===== src/rtl/cobi_scan_ctrl.sv =====
// -----------------------------------------------------------------------------
// cobi_scan_ctrl
//
// Sample-and-scan controller for chains of daisy-chained chips. After a start
// request it pulses the sample strobe, then toggles the scan shift clock while
// capturing one bit per chain on the last cycle of every low phase. Every
// WORD_W captures form a word per chain; the words of all chains are presented
// together on o_DATA through a valid/ready handshake. When the consumer holds
// off, a word-completing capture is postponed and the low phase stretches, so
// the chips never shift past a bit that could not be stored.
//
// Ports
//   i_CLK             system clock, rising edge
//   i_RST             asynchronous active-high reset
//   i_START           start a sample-and-scan (only taken while idle)
//   i_ABORT           cancel the operation in progress
//   o_SAMPLE_CLK      sample strobe to all chips
//   o_SCANOUT_CLK     scan shift clock to all chips
//   i_SCANOUT_DOUT64  serial data from the tail of each chain
//   o_DATA            one word per chain, chain c at [c*WORD_W +: WORD_W]
//   o_VALID/i_READY   handshake for o_DATA
//   o_WORD_IDX        index of the word on o_DATA (0 = first of the scan)
//   o_BUSY            high whenever not idle
//   o_DONE            one-cycle pulse when the scan completes
// -----------------------------------------------------------------------------
module cobi_scan_ctrl #(
  parameter int NUM_CHAINS          = 4,
  parameter int NUM_CHIPS_PER_CHAIN = 1,
  parameter int BITS_PER_CHIP       = 64,
  parameter int WORD_W              = 8,
  parameter int CLK_DIV             = 2,
  parameter int SAMPLE_CYCLES       = 4,
  localparam int NBITS  = NUM_CHIPS_PER_CHAIN * BITS_PER_CHIP,
  localparam int NWORDS = NBITS / WORD_W,
  localparam int IDX_W  = (NWORDS > 1) ? $clog2(NWORDS) : 1
) (
  input  logic                         i_CLK,
  input  logic                         i_RST,
  input  logic                         i_START,
  input  logic                         i_ABORT,
  output logic                         o_SAMPLE_CLK,
  output logic                         o_SCANOUT_CLK,
  input  logic [NUM_CHAINS-1:0]        i_SCANOUT_DOUT64,
  output logic [NUM_CHAINS*WORD_W-1:0] o_DATA,
  output logic                         o_VALID,
  input  logic                         i_READY,
  output logic [IDX_W-1:0]             o_WORD_IDX,
  output logic                         o_BUSY,
  output logic                         o_DONE
);

  localparam int CNT_MAX = (CLK_DIV > SAMPLE_CYCLES) ? CLK_DIV : SAMPLE_CYCLES;
  localparam int CNT_W   = $clog2(CNT_MAX + 1);
  localparam int BCNT_W  = $clog2(NBITS + 1);
  localparam int WB_W    = $clog2(WORD_W + 1);
  localparam int WCNT_W  = $clog2(NWORDS + 1);

  localparam logic [2:0] S_IDLE   = 3'd0;
  localparam logic [2:0] S_SAMPLE = 3'd1;
  localparam logic [2:0] S_LOW    = 3'd2;
  localparam logic [2:0] S_HIGH   = 3'd3;
  localparam logic [2:0] S_DONE   = 3'd4;

  logic [2:0]        state;
  logic [2:0]        state_nxt;
  logic [CNT_W-1:0]  cyc;
  logic [BCNT_W-1:0] bit_cnt;
  logic [WB_W-1:0]   bit_in_word;
  logic [WCNT_W-1:0] word_cnt;

  // Only WORD_W-1 earlier bits need storing: the final bit of a word goes
  // straight from the input pins into o_DATA.
  logic [WORD_W-2:0] shreg   [NUM_CHAINS];
  logic [WORD_W-1:0] shifted [NUM_CHAINS];

  logic abort_act;
  logic cap_due;
  logic word_end;
  logic last_bit;
  logic stall;
  logic capture;
  logic load;

  always_comb begin
    abort_act = i_ABORT && (state != S_IDLE);
    cap_due   = (state == S_LOW) && (cyc == CNT_W'(CLK_DIV - 1));
    word_end  = (bit_in_word == WB_W'(WORD_W - 1));
    last_bit  = (bit_cnt == BCNT_W'(NBITS - 1));
    // A word-completing capture needs a free output slot; a slot freed by a
    // handshake in this very cycle counts as free.
    stall     = cap_due && word_end && o_VALID && !i_READY;
    capture   = cap_due && !stall && !abort_act;
    load      = capture && word_end;
    for (int c = 0; c < NUM_CHAINS; c++) begin
      shifted[c] = {shreg[c], i_SCANOUT_DOUT64[c]};
    end
  end

  always_comb begin
    state_nxt = state;
    case (state)
      S_IDLE:   if (i_START && !i_ABORT) state_nxt = S_SAMPLE;
      S_SAMPLE: if (cyc == CNT_W'(SAMPLE_CYCLES - 1)) state_nxt = S_LOW;
      S_LOW:    if (capture) state_nxt = last_bit ? S_DONE : S_HIGH;
      S_HIGH:   if (cyc == CNT_W'(CLK_DIV - 1)) state_nxt = S_LOW;
      S_DONE:   state_nxt = S_IDLE;
      default:  state_nxt = S_IDLE;
    endcase
    if (abort_act) state_nxt = S_IDLE;
  end

  always_ff @(posedge i_CLK or posedge i_RST) begin
    if (i_RST) begin
      state         <= S_IDLE;
      cyc           <= '0;
      bit_cnt       <= '0;
      bit_in_word   <= '0;
      word_cnt      <= '0;
      o_SAMPLE_CLK  <= 1'b0;
      o_SCANOUT_CLK <= 1'b0;
      o_BUSY        <= 1'b0;
      o_DONE        <= 1'b0;
      o_VALID       <= 1'b0;
      o_DATA        <= '0;
      o_WORD_IDX    <= '0;
      for (int c = 0; c < NUM_CHAINS; c++) shreg[c] <= '0;
    end else begin
      state <= state_nxt;
      // Outputs are decoded from the next state so they line up with it.
      o_SAMPLE_CLK  <= (state_nxt == S_SAMPLE);
      o_SCANOUT_CLK <= (state_nxt == S_HIGH);
      o_BUSY        <= (state_nxt != S_IDLE);
      o_DONE        <= (state_nxt == S_DONE);

      // Phase counter restarts on every state change and freezes on a stall.
      if (state_nxt != state) begin
        cyc <= '0;
      end else if ((state == S_SAMPLE || state == S_LOW || state == S_HIGH) && !stall) begin
        cyc <= cyc + 1'b1;
      end

      if (abort_act) begin
        bit_cnt     <= '0;
        bit_in_word <= '0;
        word_cnt    <= '0;
        o_VALID     <= 1'b0;
        o_WORD_IDX  <= '0;
        for (int c = 0; c < NUM_CHAINS; c++) shreg[c] <= '0;
      end else begin
        if (state == S_IDLE && state_nxt == S_SAMPLE) begin
          bit_cnt     <= '0;
          bit_in_word <= '0;
          word_cnt    <= '0;
        end

        if (capture) begin
          for (int c = 0; c < NUM_CHAINS; c++) shreg[c] <= shifted[c][WORD_W-2:0];
          bit_cnt     <= bit_cnt + 1'b1;
          bit_in_word <= word_end ? '0 : bit_in_word + 1'b1;
        end

        if (load) begin
          for (int c = 0; c < NUM_CHAINS; c++) o_DATA[c*WORD_W +: WORD_W] <= shifted[c];
          o_WORD_IDX <= IDX_W'(word_cnt);
          word_cnt   <= word_cnt + 1'b1;
          o_VALID    <= 1'b1;
        end else if (o_VALID && i_READY) begin
          o_VALID <= 1'b0;
        end
      end
    end
  end

endmodule


===== config.mk =====
export PLATFORM = sky130hd
export DESIGN_NAME = cobi_scan_ctrl
export DESIGN_NICKNAME = d
export VERILOG_FILES = /design/src/rtl/cobi_scan_ctrl.sv
export SDC_FILE = /design/constraint.sdc
export NUM_CORES = 1
export LEC_CHECK = 0
export CORE_UTILIZATION = 49
export DETAILED_ROUTE_END_ITERATION = 8
export PLACE_DENSITY = 0.75
export SETUP_SLACK_MARGIN = 0.5
export SLEW_MARGIN = 30
export SYNTH_ARGS = -nofsm -noshare
export SYNTH_HDL_FRONTEND = slang
export SYNTH_SLANG_ARGS = --single-unit

===== constraint.sdc =====
create_clock -name i_CLK -period 2.7 [get_ports i_CLK]
set_input_delay 0.54 -clock i_CLK [delete_from_list [all_inputs] [get_ports i_CLK]]
set_output_delay 0.54 -clock i_CLK [all_outputs]
set_load 0.05 [all_outputs]

==> out/qor.yml <==
outcome:
  status: "finished, final reports clean"
worst_setup_path:
  crit_type: "reg2out"
  worstSetupEndpointType: "output port"
  crit_buf_inv: 1
  critPathLaunchType: "flip-flop"
  cp_data_required_time_ps: 2160
  cp_top_family: "buffers and inverters"
  cp.arrival_ps: 1560
  crit_fanout: 2
  slowest_delay_ps: 810
  crit_chain: "clkdlybuf4s50_1"
  slowest_stage: "clkdlybuf4s50_1"
synth:
  synth_cell_types: 52
  synthArstFlopShare_pct: 100.0
  syn_inst: 271
  synth_most_common_cell: "dfrtp_1"
  synth_seq_cells: 88
  synth-warning-count: 0
  netlist_area_sq_um: 3817
  yosys-top-cells-count: "dfrtp_1 (88), a22o_1 (32), mux2_4 (27)"
  syn_nets: 286
  synth_area_leader_cell: "dfrtp_1"
  synth_top_area_share_pct: 57.69
  synth-edff-count: 0
  seq_area_frac_synth_pct: 57.69
  synthFlopType: "dfrtp_1"
  synth.avg_cell_area_sq_um: 14.09
  synth.area.top_cells: "dfrtp_1 (58%), mux2_4 (11%), a22o_1 (7.3%)"
global_route:
  grt_pass1_wl_mm: 12.01
  grt_util_met2_pct: 28.05
  first_global_vias: 2424
  top_usage_layer: "met2"
  antenna_found_initial: 0
  grt_util_met3_pct: 2.946
  grtUsageMet1_pct: 26.20
  grt_overflow: 0
  grt_max_degree: 89
  gr-usage-all-layers_pct: 18.28
timing:
  period_minus_slack_ps: 2098
  fin_tns_setup_ps: 0
  fmax_mhz: 476.7
  fin_worst_skew_ps: 13.08
  rsz0062_at_grt: "false"
  period_share_pct: 77.70
  slew_headroom_pct: 66.12
  setup_viol: 0
  finalHoldViolations: 0
  fin_hold_ws_ps: 508.6
  worstMarginPinSlew_ps: 506.6
  slew_viol_final: 0
cts:
  clock_latency_ps: 360
  cts_inserted_buffers: 9
  path_clk_slew_ps: 100
  cts_root_buffer: "clkbuf_8"
  h-tree-depth: 3
  cts_tree: "yes"
  cts_buffer_depth: 2
  numClockSinks: 88
pwr:
  powerDensity_nw_per_um2: 592.8
  vdd_ir_drop_max_uv: 355.9
  cellLeakagePower_nw: 2.223
  power.total_mw: 2.724
detailed_routing:
  vias_per_cell: 5.538
  drc_errors: 0
  ant_nets: 0
  drtPass1Iterations: 4
  drtIter0Drc: 142
  dr_total_vias: 2348
  wire_per_inst_um: 15.81
  wirelength_mm: 6.702
layout:
  drive_gt1_share_pct: 20.31
  area_delta_synth_final_pct: 20.39
  nets: 335
  diodes: 0
die:
  rows: 31
  initial_core_util_pct: 51.53
  die_h_um: 90.27
  fp.dieW_um: 90.27
  core_area_sq_um: 7408
  dieArea_sq_um: 8148
  ioPinCount: 49
placement:
  dp_hpwl_mm: 4.289
  gp_congestion: 0.7773
  io_buffers: 48
min_path:
  hp-class: "reg2reg"
job:
  drv_cap: 0
-- path summary, 6_finish.rpt --
check                                  from          end  slack (ps)  cells past startpoint
worst max register to register     state[0]   bit_cnt[2]         710                      4
min in group asynchronous             i_RST   shifted[2]         650                      3
worst min-delay path            shifted[31]  shifted[31]         510                      1
worst min register to register  shifted[31]  shifted[31]         510                      1
worst max-delay path             o_DATA[23]   o_DATA[23]         600                      1
max in group asynchronous             i_RST   bit_cnt[3]        1700                      3
-- final cells by class --
| cell class | count | area [sq um] |
|---|---|---|
| fillers | 579 | 2813 |
| flip-flops and latches | 88 | 2202 |
| multi-input cells | 160 | 1485 |
| repair buffers | 53 | 555.5 |
| clock buffers | 10 | 137.6 |
| well taps | 99 | 123.9 |
| clock inverters | 6 | 57.56 |
| inverters | 8 | 33.78 |
-- layer usage --
layer / up-vias / wire length (um)
met5: - / 0
met4: 0 / 92
met3: 8 / 169
met2: 43 / 3148
met1: 1199 / 3292
li1: 1098 / -
-- flip-flops by register name, summed over array words and instances, names as in the netlist, 3 cells and up --
register,flops
o_DATA,32
word_cnt,3
shifted,28
bit_cnt,7
state,3
bit_in_word,4
o_WORD_IDX,3
cyc,3
-- where the power goes --
part           total [mW]  internal [mW]  switching [mW]  leakage [nW]
Combinational       0.420          0.163           0.257         0.899
Sequential           1.41           1.36          0.0490          1.22
Clock               0.897          0.386           0.511         0.102
Total                2.72           1.91           0.817          2.22
-- worst register-to-register path, delay by kind of cell, from the launching register on --
family          cells  cell delay [ps]
compound gates      2              540
flops               1              510
simple gates        2              820
-- layout by cell type (no fill, tap or decap), drive strengths merged, types with 3 or more instances in the layout --
master         instances
and3                   5
a22o                  32
mux2                  33
clkbuf                10
nand2                  4
nor2                  10
dfrtp                 88
clkdlybuf4s50         48
nor3b                  4
a211o                  3
nand3                  9
ha                     6
inv                   13
and3b                  3
a211oi                 3
buf                    5
o21ai                  8
a21oi                  5
nor3                   3
nor2b                  3
-- metrics by stage --
step | util [%] | setup WS [ps] | area, sq um | instances
after floorplan | - | 905.5 | 3821 | 271
after global routing | 62.03 | 515.8 | 4596 | 424
final | 62.03 | 602.2 | 4596 | 424
after global placement | 59.30 | 369.6 | 4393 | 408
after detailed placement | 59.30 | 313.5 | 4393 | 408
after CTS | 61.93 | 589.6 | 4588 | 424
-- cell families (layout without fill, tap and decap cells) --
logic type                 count (synthesis)  count (layout)  share of synthesized area, %
buffers and inverters                     23              77                         3.605
DFF                                       88              88                         57.69
AOI/OAI and AO/OA                         66              66                         14.81
xor gates and xnor gates                   2               2                        0.4589
and+or+nand+nor                           52              52                         8.817
adders and majority gates                  6               6                         1.967
muxes                                     34              34                         12.65
-- what timing repair did --
| item | 4_1_cts | 5_1_grt |
|---|---|---|
| resized for setup | 0 | 1 |
| setup buffers | 0 | 0 |
| endpoints found under the setup margin | 0 | 2 |
| hold buffers | 0 | 0 |
Power figures use the tool's default switching activity.
